===== config.mk =====
export PLATFORM = sky130hd
export DESIGN_NAME = ctrl_pipeline
export DESIGN_NICKNAME = d
export VERILOG_FILES = /design/src/rtl/ctrl_pkg.sv /design/src/rtl/ctrl_decode.sv /design/src/rtl/ctrl_pipeline.sv
export SDC_FILE = /design/constraint.sdc
export NUM_CORES = 1
export LEC_CHECK = 0
export CORE_MARGIN = 1.5
export CORE_UTILIZATION = 48
export CTS_CLUSTER_DIAMETER = 150
export DETAILED_ROUTE_END_ITERATION = 6
export GPL_ROUTABILITY_DRIVEN = 0
export GPL_TIMING_DRIVEN = 0
export PLACE_DENSITY_LB_ADDON = 0.2
export SLEW_MARGIN = 20
export SYNTH_ARGS = -nofsm -noshare
export SYNTH_HDL_FRONTEND = slang
export SYNTH_SLANG_ARGS = --single-unit

===== constraint.sdc =====
create_clock -name clk -period 5.85 [get_ports clk]
set_input_delay 1.17 -clock clk [delete_from_list [all_inputs] [get_ports clk]]
set_output_delay 1.17 -clock clk [all_outputs]
set_load 0.02 [all_outputs]

===== src/rtl/ctrl_pkg.sv =====
// ============================================================================
// Module      : ctrl_pkg
// Description : Shared constants for the pipelined control path: opcodes,
//               decoded control words, control-word field indices and
//               regwrite encodings.
// Revision    : 1.0 - initial release
// ============================================================================
`default_nettype none

package ctrl_pkg;

    localparam int CW_WIDTH = 11;
    localparam int RI_WIDTH = 5;

    // Opcodes recognised by the decoder
    localparam logic [6:0] OP_NOP   = 7'b0000000;
    localparam logic [6:0] OP_ADDI  = 7'b0010011;
    localparam logic [6:0] OP_RTYPE = 7'b0110011;
    localparam logic [6:0] OP_LW    = 7'b0000011;
    localparam logic [6:0] OP_SW    = 7'b0100011;
    localparam logic [6:0] OP_BEQ   = 7'b1100011;
    localparam logic [6:0] OP_FPU   = 7'b1010011;
    localparam logic [6:0] OP_FLW   = 7'b0000111;
    localparam logic [6:0] OP_FSW   = 7'b0100111;

    // Control words per decoded class
    localparam logic [CW_WIDTH-1:0] CW_NOP   = 11'h000;
    localparam logic [CW_WIDTH-1:0] CW_ADDI  = 11'h480;
    localparam logic [CW_WIDTH-1:0] CW_RTYPE = 11'h088;
    localparam logic [CW_WIDTH-1:0] CW_LW    = 11'h6C0;
    localparam logic [CW_WIDTH-1:0] CW_SW    = 11'h420;
    localparam logic [CW_WIDTH-1:0] CW_BEQ   = 11'h014;
    localparam logic [CW_WIDTH-1:0] CW_FPU   = 11'h10F;
    localparam logic [CW_WIDTH-1:0] CW_FLW   = 11'h740;
    localparam logic [CW_WIDTH-1:0] CW_FSW   = 11'h421;

    // Control-word field bit indices
    localparam int CW_ALUSRC   = 10;
    localparam int CW_MEMTOREG = 9;
    localparam int CW_RW_HI    = 8;
    localparam int CW_RW_LO    = 7;
    localparam int CW_MEMREAD  = 6;
    localparam int CW_MEMWRITE = 5;
    localparam int CW_BRANCH   = 4;
    localparam int CW_ALUOP_HI = 3;
    localparam int CW_ALUOP_LO = 2;
    localparam int CW_RS1_FPU  = 1;
    localparam int CW_RS2_FPU  = 0;

    // regwrite field encodings
    localparam logic [1:0] RW_NONE = 2'b00;
    localparam logic [1:0] RW_INT  = 2'b01;
    localparam logic [1:0] RW_FLT  = 2'b10;

    // True for instruction classes that read a second source register
    function automatic logic uses_rs2(input logic [6:0] opcode);
        return (opcode == OP_RTYPE) || (opcode == OP_SW) || (opcode == OP_BEQ) ||
               (opcode == OP_FPU)   || (opcode == OP_FSW);
    endfunction

endpackage

`default_nettype wire


===== src/rtl/ctrl_decode.sv =====
// ============================================================================
// Module      : ctrl_decode
// Description : Combinational opcode to control-word decoder with illegal
//               opcode flag and second-source usage flag.
// Revision    : 1.0 - initial release
// ============================================================================
`default_nettype none

module ctrl_decode
    import ctrl_pkg::*;
(
    input  logic                i_valid,
    input  logic [6:0]          i_opcode,
    output logic [CW_WIDTH-1:0] o_ctrl,
    output logic                o_illegal,
    output logic                o_rs2_used
);

    // Table lookup; an empty ID slot decodes to a quiet bubble
    always_comb begin
        o_ctrl     = CW_NOP;
        o_illegal  = 1'b0;
        o_rs2_used = 1'b0;
        if (i_valid) begin
            o_rs2_used = uses_rs2(i_opcode);
            case (i_opcode)
                OP_NOP:   o_ctrl = CW_NOP;
                OP_ADDI:  o_ctrl = CW_ADDI;
                OP_RTYPE: o_ctrl = CW_RTYPE;
                OP_LW:    o_ctrl = CW_LW;
                OP_SW:    o_ctrl = CW_SW;
                OP_BEQ:   o_ctrl = CW_BEQ;
                OP_FPU:   o_ctrl = CW_FPU;
                OP_FLW:   o_ctrl = CW_FLW;
                OP_FSW:   o_ctrl = CW_FSW;
                default: begin
                    o_ctrl     = CW_NOP;
                    o_illegal  = 1'b1;
                    o_rs2_used = 1'b0;
                end
            endcase
        end
    end

endmodule

`default_nettype wire


===== src/rtl/ctrl_pipeline.sv =====
// ============================================================================
// Module      : ctrl_pipeline
// Description : Pipelined control path. Decodes the ID opcode, carries the
//               control word and destination through ID/EX, EX/MEM and
//               MEM/WB, detects load-use hazards across integer and float
//               register files, stalls for multi-cycle FPU ops and squashes
//               on taken branches.
//               Optional build macro CTRL_PERF_EN adds saturating 32-bit
//               stall/flush event counters (o_stall_cnt, o_flush_cnt).
// Revision    : 1.0 - initial release
// ============================================================================
`default_nettype none

module ctrl_pipeline
    import ctrl_pkg::*;
#(
    parameter int FPU_LAT = 1,
    parameter int CTRL_W  = 11,
    parameter int REG_W   = 5
) (
    input  logic              clk,
    input  logic              rstn,
    input  logic              i_valid_id,
    input  logic [6:0]        i_opcode_id,
    input  logic [REG_W-1:0]  i_rs1_id,
    input  logic [REG_W-1:0]  i_rs2_id,
    input  logic [REG_W-1:0]  i_rd_id,
    input  logic              i_branch_taken_ex,
    output logic [CTRL_W-1:0] o_ctrl_ex,
    output logic [CTRL_W-1:0] o_ctrl_mem,
    output logic [CTRL_W-1:0] o_ctrl_wb,
    output logic [REG_W-1:0]  o_rd_ex,
    output logic [REG_W-1:0]  o_rd_mem,
    output logic [REG_W-1:0]  o_rd_wb,
    output logic              o_stall_if,
    output logic              o_flush_if,
`ifdef CTRL_PERF_EN
    output logic [31:0]       o_stall_cnt,
    output logic [31:0]       o_flush_cnt,
`endif
    output logic              o_illegal_id
);

    // Busy counter reload value; FPU_LAT=1 never reloads so never stalls
    localparam logic [3:0] c_BUSY_LOAD   = 4'(FPU_LAT - 1);
    localparam bit         c_MULTI_CYCLE = (FPU_LAT > 1);

    logic [CTRL_W-1:0] r_ctrl_ex, r_ctrl_mem, r_ctrl_wb;
    logic [REG_W-1:0]  r_rd_ex, r_rd_mem, r_rd_wb;
    logic [3:0]        r_busy_cnt;

    logic              w_valid;
    logic              w_branch;
    logic [CTRL_W-1:0] w_ctrl_id;
    logic              w_illegal;
    logic              w_rs2_used;
    logic              w_rs1_used;
    logic [REG_W-1:0]  w_rd_id;
    logic              w_busy;
    logic [1:0]        w_ex_rw;
    logic              w_hz_rs1, w_hz_rs2, w_hazard;
    logic              w_flush;
    logic              w_bubble_id;
    logic              w_fpu_enter;

    // Inputs are gated by reset so the combinational flags stay low in reset
    assign w_valid  = i_valid_id & rstn;
    assign w_branch = i_branch_taken_ex & rstn;

    ctrl_decode u_decode (
        .i_valid    (w_valid),
        .i_opcode   (i_opcode_id),
        .o_ctrl     (w_ctrl_id),
        .o_illegal  (w_illegal),
        .o_rs2_used (w_rs2_used)
    );

    // Any nonzero control word reads rs1; illegal/empty slots carry rd 0
    assign w_rs1_used = (w_ctrl_id != '0);
    assign w_rd_id    = (w_valid & ~w_illegal) ? i_rd_id : '0;

    assign w_busy  = (r_busy_cnt != 4'd0);
    assign w_ex_rw = r_ctrl_ex[CW_RW_HI:CW_RW_LO];

    // A source hazards when it reads the file the EX load writes; x0 is
    // hardwired so it is exempt, but f0 is an ordinary float register
    assign w_hz_rs1 = w_rs1_used && (i_rs1_id == r_rd_ex) &&
                      (w_ctrl_id[CW_RS1_FPU] ? (w_ex_rw == RW_FLT)
                                             : ((w_ex_rw == RW_INT) && (i_rs1_id != '0)));
    assign w_hz_rs2 = w_rs2_used && (i_rs2_id == r_rd_ex) &&
                      (w_ctrl_id[CW_RS2_FPU] ? (w_ex_rw == RW_FLT)
                                             : ((w_ex_rw == RW_INT) && (i_rs2_id != '0)));
    assign w_hazard = r_ctrl_ex[CW_MEMREAD] & (w_hz_rs1 | w_hz_rs2);

    // EX cannot hold a branch while the FPU is busy, so the branch is ignored
    assign w_flush     = w_branch & ~w_busy;
    assign w_bubble_id = w_flush | w_hazard;
    assign w_fpu_enter = c_MULTI_CYCLE & ~w_busy & ~w_bubble_id & (w_ctrl_id == CW_FPU);

    assign o_stall_if   = w_busy | (w_hazard & ~w_flush);
    assign o_flush_if   = w_flush;
    assign o_illegal_id = w_illegal;

    // FPU busy down-counter: loads when an FPU word enters EX
    always_ff @(posedge clk or negedge rstn) begin
        if (!rstn) begin
            r_busy_cnt <= 4'd0;
        end else if (w_busy) begin
            r_busy_cnt <= r_busy_cnt - 4'd1;
        end else if (w_fpu_enter) begin
            r_busy_cnt <= c_BUSY_LOAD;
        end
    end

    // ID/EX: hold while busy, bubble on flush or load-use, else take ID
    always_ff @(posedge clk or negedge rstn) begin
        if (!rstn) begin
            r_ctrl_ex <= '0;
            r_rd_ex   <= '0;
        end else if (!w_busy) begin
            if (w_bubble_id) begin
                r_ctrl_ex <= '0;
                r_rd_ex   <= '0;
            end else begin
                r_ctrl_ex <= w_ctrl_id;
                r_rd_ex   <= w_rd_id;
            end
        end
    end

    // EX/MEM: bubble each cycle the FPU word is still occupying EX
    always_ff @(posedge clk or negedge rstn) begin
        if (!rstn) begin
            r_ctrl_mem <= '0;
            r_rd_mem   <= '0;
        end else if (w_busy) begin
            r_ctrl_mem <= '0;
            r_rd_mem   <= '0;
        end else begin
            r_ctrl_mem <= r_ctrl_ex;
            r_rd_mem   <= r_rd_ex;
        end
    end

    // MEM/WB: always advances
    always_ff @(posedge clk or negedge rstn) begin
        if (!rstn) begin
            r_ctrl_wb <= '0;
            r_rd_wb   <= '0;
        end else begin
            r_ctrl_wb <= r_ctrl_mem;
            r_rd_wb   <= r_rd_mem;
        end
    end

    assign o_ctrl_ex  = r_ctrl_ex;
    assign o_ctrl_mem = r_ctrl_mem;
    assign o_ctrl_wb  = r_ctrl_wb;
    assign o_rd_ex    = r_rd_ex;
    assign o_rd_mem   = r_rd_mem;
    assign o_rd_wb    = r_rd_wb;

`ifdef CTRL_PERF_EN
    logic [31:0] r_stall_cnt, r_flush_cnt;

    // Saturating event counters for stall and flush cycles
    always_ff @(posedge clk or negedge rstn) begin
        if (!rstn) begin
            r_stall_cnt <= '0;
            r_flush_cnt <= '0;
        end else begin
            if (o_stall_if && (r_stall_cnt != 32'hFFFF_FFFF)) begin
                r_stall_cnt <= r_stall_cnt + 32'd1;
            end
            if (o_flush_if && (r_flush_cnt != 32'hFFFF_FFFF)) begin
                r_flush_cnt <= r_flush_cnt + 32'd1;
            end
        end
    end

    assign o_stall_cnt = r_stall_cnt;
    assign o_flush_cnt = r_flush_cnt;
`endif

endmodule

`default_nettype wire

==> results.cfg, run 1 <==
[clocking]
clk_pin_slew_worst_paths_ns = 0.08
post-cts-setup-buffers = 0
cts_sinks = 49
cts_hold_repair.buffers = 0
clk-insertion-delay-late_ns = 0.30
cts_tree = yes
cts_resized = 0
clock-root-buffer = sky130_fd_sc_hd__clkbuf_8
clock_tree.htree_level_count = 2
clk_path_buf_depth = 2
number_of_buffers_created_by_cts = 5

[detailed_routing]
ant_nets = 0
wirelength_microns = 4750
firstDrtPassIters = 4
route.detailed.vias_per_inst = 5.25
via_count = 1755
routedWlPerCell_microns = 14.2
drcViolationCount = 0
detail_route.iter0.violations = 100

[critical_path]
ff2ff_setup_slack_ns = 3.77
worstRegToRegCells = 6
start_kind = input port
worst_setup_path_startpoint = i_opcode_id[0]
timing.rr.start = r_busy_cnt[0]
crit_fanout = 10
worstReg2RegEnd = o_ctrl_ex[8]
crit_type = input port to output pin
worst_setup_path_endpoint = o_stall_if
endpoint_kind = output pin
arrival_time_of_the_worst_setup_path_ns = 3.77
cp.required_ns = 4.68

[die]
die_h_microns = 70.0
floorplan.die_area_sq_um = 4890
boundaryPins = 77
rows = 24
die_w_microns = 70.0
design.core.area_sq_um = 4320
floorplan.initialDensity = 0.498

[power_and_ir_drop]
share_of_power_burned_in_combinational_logic = 0.092
switchingPower_uw = 132
peakVddDrop_v = 0.000107
power.switching_fraction = 0.226
internal_power_uw = 450
cellPowerDensity_nw_per_um2 = 189
clock_power_share = 0.324
leakage_nw = 1.41
p_seq_frac = 0.584

[logic_synthesis]
ys.warnings.count = 0
synth.yosys.seq_area_share = 0.570
synth_largest_area_cell = sky130_fd_sc_hd__dfrtp_1
synth_enable_flop_cells = 0
synth.lib_cells_used.distinct = 38
ys_top_cells_by_area = sky130_fd_sc_hd__dfrtp_1, sky130_fd_sc_hd__and3_1, sky130_fd_sc_hd__nand2_1
primary_ff_master_synth = sky130_fd_sc_hd__dfrtp_1
synthArstFlopShare = 1.00
flop_and_latch_count_out_of_synthesis = 49
yosys-top-cells-count = sky130_fd_sc_hd__dfrtp_1, sky130_fd_sc_hd__nand2_1, sky130_fd_sc_hd__and3_1
post_syn_nets = 225
synth_top_area_share = 0.570
synth_most_common_cell = sky130_fd_sc_hd__dfrtp_1
post_synth_inst_count = 197
mappedNetlistArea_sq_um = 2150
synth_area_per_cell_sq_um = 10.9

[place]
place.detailed.hpwl_microns = 3660
numPortBuffers = 76
dpl_cell_area_sq_um = 2990

[min_path]
worstHoldPathType = flip-flop to flip-flop
min_delay_path_depth = 0

[sta]
hold-worst-slack_ns = 0.377
timing.max_slew.rel_slack = 0.694
finalMaxSlewViolations = 0
timing.final.crit_share = 0.844
max_slew.worst_pin.slew_ns = 0.459
finalSetupViolCount = 0
hold_viol = 0
post_layout_minimum_cycle_time_ns = 4.94
grt_setup_unrepaired = no
timing.clock.skew_ns = 0.00836
fmax_ghz = 0.202

[layout]
final_net_count = 309
syn2layout_area_growth_pct = 43.1
n_antenna_cell = 0
final_design_area_no_fill_sq_um = 3080
post_route_cells_drive_above_1_share = 0.0816

[grt]
gr-usage-all-layers = 0.205
via_count_of_the_first_global_routing_pass = 1716
wire_length_of_the_first_global_routing_pass_microns = 8060
largest_net_degree_at_the_start_of_global_routing = 35
antenna_found_initial = 0
grt_residual_overflow = 0

[status]
run_status = finished, final reports clean

[run]
maxCapViolations = 0
## cell type report
class	count	area, sq um
Multi-Input combinational cell	132	841
Buffer	14	77.6
Inverter	2	7.51
Timing Repair Buffer	77	776
Tap cell	52	65.1
Clock inverter	2	15.0
Sequential cell	49	1230
Fill cell	324	1240
Clock buffer	6	72.6
## metrics by stage
stage          setup slack (ns)  std cells  setup TNS [ns]  utilization  power [mW]
2_1_floorplan              2.14        197               0            -       0.366
3_5_place_dp              0.929        326               0        0.692       0.400
3_3_place_gp             -0.393        325          -0.393        0.689       0.399
4_1_cts                   0.922        334               0        0.712       0.588
6_report                  0.910        334               0        0.712       0.582
5_1_grt                   0.724        334               0        0.712       0.608
## worst max-delay path, cell delays in order
cell                              delay, ns
sky130_fd_sc_hd__clkdlybuf4s50_1       0.52
sky130_fd_sc_hd__and3b_1               0.18
sky130_fd_sc_hd__clkbuf_1              0.31
sky130_fd_sc_hd__o21ai_1               0.18
sky130_fd_sc_hd__mux2i_1               0.16
sky130_fd_sc_hd__o22ai_2               0.32
sky130_fd_sc_hd__buf_6                 0.21
sky130_fd_sc_hd__a21o_1                0.12
sky130_fd_sc_hd__clkdlybuf4s50_1       0.59
## registers in the layout (all words and copies together), names as in the netlist
name	count
o_ctrl_wb	10
o_ctrl_ex	10
o_rd_mem	5
o_rd_wb	5
r_busy_cnt	4
o_rd_ex	5
o_ctrl_mem	10
## how the worst min path moves through the flow
stage | start | to | slack (ns)
6_report | o_ctrl_mem[2] | o_ctrl_wb[2] | 0.38
5_1_grt | o_ctrl_mem[10] | o_ctrl_wb[10] | 0.39
4_1_cts | o_ctrl_mem[2] | o_ctrl_wb[2] | 0.38
3_5_place_dp | o_ctrl_mem[2] | o_ctrl_wb[2] | 0.36
3_3_place_gp | o_rd_mem[4] | o_rd_wb[4] | 0.36
2_1_floorplan | r_busy_cnt[0] | r_busy_cnt[0] | 0.46
## power by group through the flow
stage,logic [mW],registers [mW],clock network [mW]
after floorplan,0.0183,0.348,0
after global placement,0.0520,0.347,0
after detailed placement,0.0540,0.347,0
after CTS,0.0542,0.340,0.194
after global routing,0.0598,0.340,0.208
final,0.0537,0.340,0.188
## layer usage
metal  wire length [microns]  vias to the layer above  part of all wire  global-route usage
li1                        -                      854                 -                   -
met1                    2070                      824              0.44               0.277
met2                    2370                       68              0.50               0.338
met3                     230                        9             0.048              0.0346
met4                      80                        0             0.017              0.0726
met5                       0                        -                 0                   0
## cells in the final DEF, fill, tap and decap left out, types with 5 or more instances in the layout
| cell type | synthesis | routed |
|---|---|---|
| sky130_fd_sc_hd__nor3_1 | 6 | 6 |
| sky130_fd_sc_hd__a21oi_1 | 5 | 5 |
| sky130_fd_sc_hd__and3_1 | 16 | 16 |
| sky130_fd_sc_hd__buf_2 | 5 | 6 |
| sky130_fd_sc_hd__xor2_1 | 10 | 10 |
| sky130_fd_sc_hd__clkdlybuf4s50_1 | 0 | 75 |
| sky130_fd_sc_hd__clkbuf_1 | 5 | 6 |
| sky130_fd_sc_hd__nand3_1 | 5 | 5 |
| sky130_fd_sc_hd__o31ai_1 | 6 | 6 |
| sky130_fd_sc_hd__dfrtp_1 | 49 | 49 |
| sky130_fd_sc_hd__clkbuf_8 | 0 | 5 |
| sky130_fd_sc_hd__nand2_1 | 26 | 26 |
| sky130_fd_sc_hd__nor2_1 | 9 | 9 |
| sky130_fd_sc_hd__o21ai_0 | 8 | 8 |
## cells by family (layout without fill, tap and decap cells)
family	Yosys count	in the layout	synth area share
xor+xnor	14	14	0.0570
buf+inv	16	101	0.0395
simple gates	84	84	0.209
mux	1	1	0.00465
flops	49	49	0.570
fa+ha+maj	2	2	0.0116
compound gates	31	31	0.109
(Power assumes the default switching activity.)
==> run 2, diff against run 1 <==
- CORE_UTILIZATION: 48 -> 40
- clock period: 5.85 -> 4.1 ns (I/O delays scaled with it)
==> results.cfg, run 2 (synthesized netlist as in run 1, its figures left out) <==
[die]
rows = 26
design.core.area_sq_um = 5140
die_h_microns = 76.4
floorplan.die_area_sq_um = 5830
floorplan.initialDensity = 0.419
die_w_microns = 76.4
boundaryPins = 77

[layout]
layout.cells.most_common = sky130_fd_sc_hd__clkdlybuf4s50_1
post-route-util = 0.606
final_cells = 352
multi_input_area_sq_um = 842
sequential_cell_area_sq_um = 1230
n_antenna_cell = 0
post_route_cells_drive_above_1_share = 0.0887
most_frequent_cells_in_the_layout = sky130_fd_sc_hd__clkdlybuf4s50_1, sky130_fd_sc_hd__dfrtp_1, sky130_fd_sc_hd__nand2_1
nFillCells = 475
final_design_area_no_fill_sq_um = 3110
syn2layout_area_growth_pct = 44.7
final_net_count = 309

[detailed_routing]
firstDrtPassIters = 4
via_count = 1749
drcViolationCount = 0
route.detailed.vias_per_inst = 4.97
routedWlPerCell_microns = 13.9
detail_route.iter0.violations = 77
ant_nets = 0
wirelength_microns = 4910

[place]
dpl_cell_area_sq_um = 3020
placedCellCount = 344
numPortBuffers = 76
place.detailed.hpwl_microns = 3780

[critical_path]
critical_path_buf_inv_count = 3
worstPathCellList = clkdlybuf4s50_1 -> and3b_1 -> o21ai_1 -> mux2i_1 -> o22ai_2 -> buf_6 -> a21o_1 -> clkdlybuf4s50_1
endpoint_kind = output pin
crit_fanout = 10
critPathTopFamily = buffers and inverters
critPathSlowestCell = sky130_fd_sc_hd__clkdlybuf4s50_1
start_kind = input port
crit_type = input port to output pin
arrival_time_of_the_worst_setup_path_ns = 3.11
cpPeakStageDelay_ns = 0.59
cp.required_ns = 3.28
cp_most_frequent_cell = sky130_fd_sc_hd__clkdlybuf4s50_1

[sta]
finalSetupViolCount = 0
timing.max_slew.rel_slack = 0.616
timing.clock.skew_ns = 0.00859
post_layout_minimum_cycle_time_ns = 3.93
finalMaxSlewViolations = 0
timing.final.crit_share = 0.959
fmax_ghz = 0.254
max_slew.worst_pin.slew_ns = 0.576
hold_viol = 0
grt_setup_unrepaired = no

[power_and_ir_drop]
leakage_nw = 1.42
cellPowerDensity_nw_per_um2 = 272
peakVddDrop_v = 0.000139

[grt]
largest_net_degree_at_the_start_of_global_routing = 28
via_count_of_the_first_global_routing_pass = 1656
gr-usage-all-layers = 0.178
antenna_found_initial = 0
wire_length_of_the_first_global_routing_pass_microns = 8200
grt_residual_overflow = 0

[clocking]
number_of_buffers_created_by_cts = 5
cts_sinks = 49
cts_tree = yes
clock_tree.htree_level_count = 2
clock-root-buffer = sky130_fd_sc_hd__clkbuf_8
clk_path_buf_depth = 2
clk-insertion-delay-late_ns = 0.31
clk_pin_slew_worst_paths_ns = 0.09

[status]
run_status = finished, final reports clean

[min_path]
worstHoldPathType = flip-flop to flip-flop

[run]
maxCapViolations = 0
==> run 2: changes by cell type in the layout (fill, tap and decap cells not counted), sizes merged <==
| cell | delta |
|---|---|
| clkbuf | -1 |
| clkinv | +1 |
| clkinvlp | -1 |
| inv | +1 |
==> run 2: final cells by class <==
cell class | instances | area share
inverters | 2 | 0.00241
plain buffers | 13 | 0.0245
flip-flops and latches | 49 | 0.394
well taps | 70 | 0.0281
clock buffers | 5 | 0.0221
multi-input cells | 132 | 0.270
clock inverters | 3 | 0.00683
repair buffers | 78 | 0.252
==> run 2: through the flow <==
stage | worst slack (ns) | TNS, ns | power, mW | hold slack (ns)
after floorplan | 1.09 | 0 | 0.522 | 0.459
after global routing | 0.00525 | 0 | 0.880 | 0.388
after detailed placement | -0.150 | -0.150 | 0.572 | 0.359
final | 0.166 | 0 | 0.846 | 0.377
after CTS | 0.171 | 0 | 0.853 | 0.380
after global placement | -1.48 | -4.21 | 0.569 | 0.357
==> run 2: repair_timing <==
action,in CTS,in global routing
setup endpoints to repair,1,1
setup buffers,1,0
pin swaps,1,0
hold buffers,0,0
resized for setup,0,2
==> run 2: worst register-to-register path, stage by stage, from the launching register on <==
cell and delay (ns):
sky130_fd_sc_hd__dfrtp_1 0.42, sky130_fd_sc_hd__inv_1 0.09, sky130_fd_sc_hd__ha_1 0.31, sky130_fd_sc_hd__nand2_1 0.15
sky130_fd_sc_hd__or3_1 0.43, sky130_fd_sc_hd__or4_1 0.48, sky130_fd_sc_hd__o21ai_0 0.16
==> run 2: final timing paths <==
kind	cells past startpoint	from	slack, ns	endpoint
max	8	i_opcode_id[0]	0.17	o_stall_if
min	0	o_ctrl_mem[5]	0.38	o_ctrl_wb[5]
max reg2reg	6	r_busy_cnt[0]	2.00	o_ctrl_ex[8]
min reg2reg	0	o_ctrl_mem[5]	0.38	o_ctrl_wb[5]
max in group asynchronous	2	rstn	3.06	r_busy_cnt[0]
min in group asynchronous	1	rstn	0.51	o_rd_mem[0]
==> run 2: power breakdown <==
group | leakage, nW | internal, mW | switching [mW]
Clock | 0.0445 | 0.121 | 0.163
Combinational | 0.695 | 0.0383 | 0.0383
Sequential | 0.684 | 0.484 | 0.000854
==> run 2: routing by layer <==
layer,wire length (microns),GRT usage,part of all wire,vias to the layer above
met5,0,0,0,-
met3,229,0.0240,0.047,7
met2,2410,0.294,0.49,54
met1,2170,0.234,0.44,833
met4,89,0.0778,0.018,0
li1,-,-,-,855
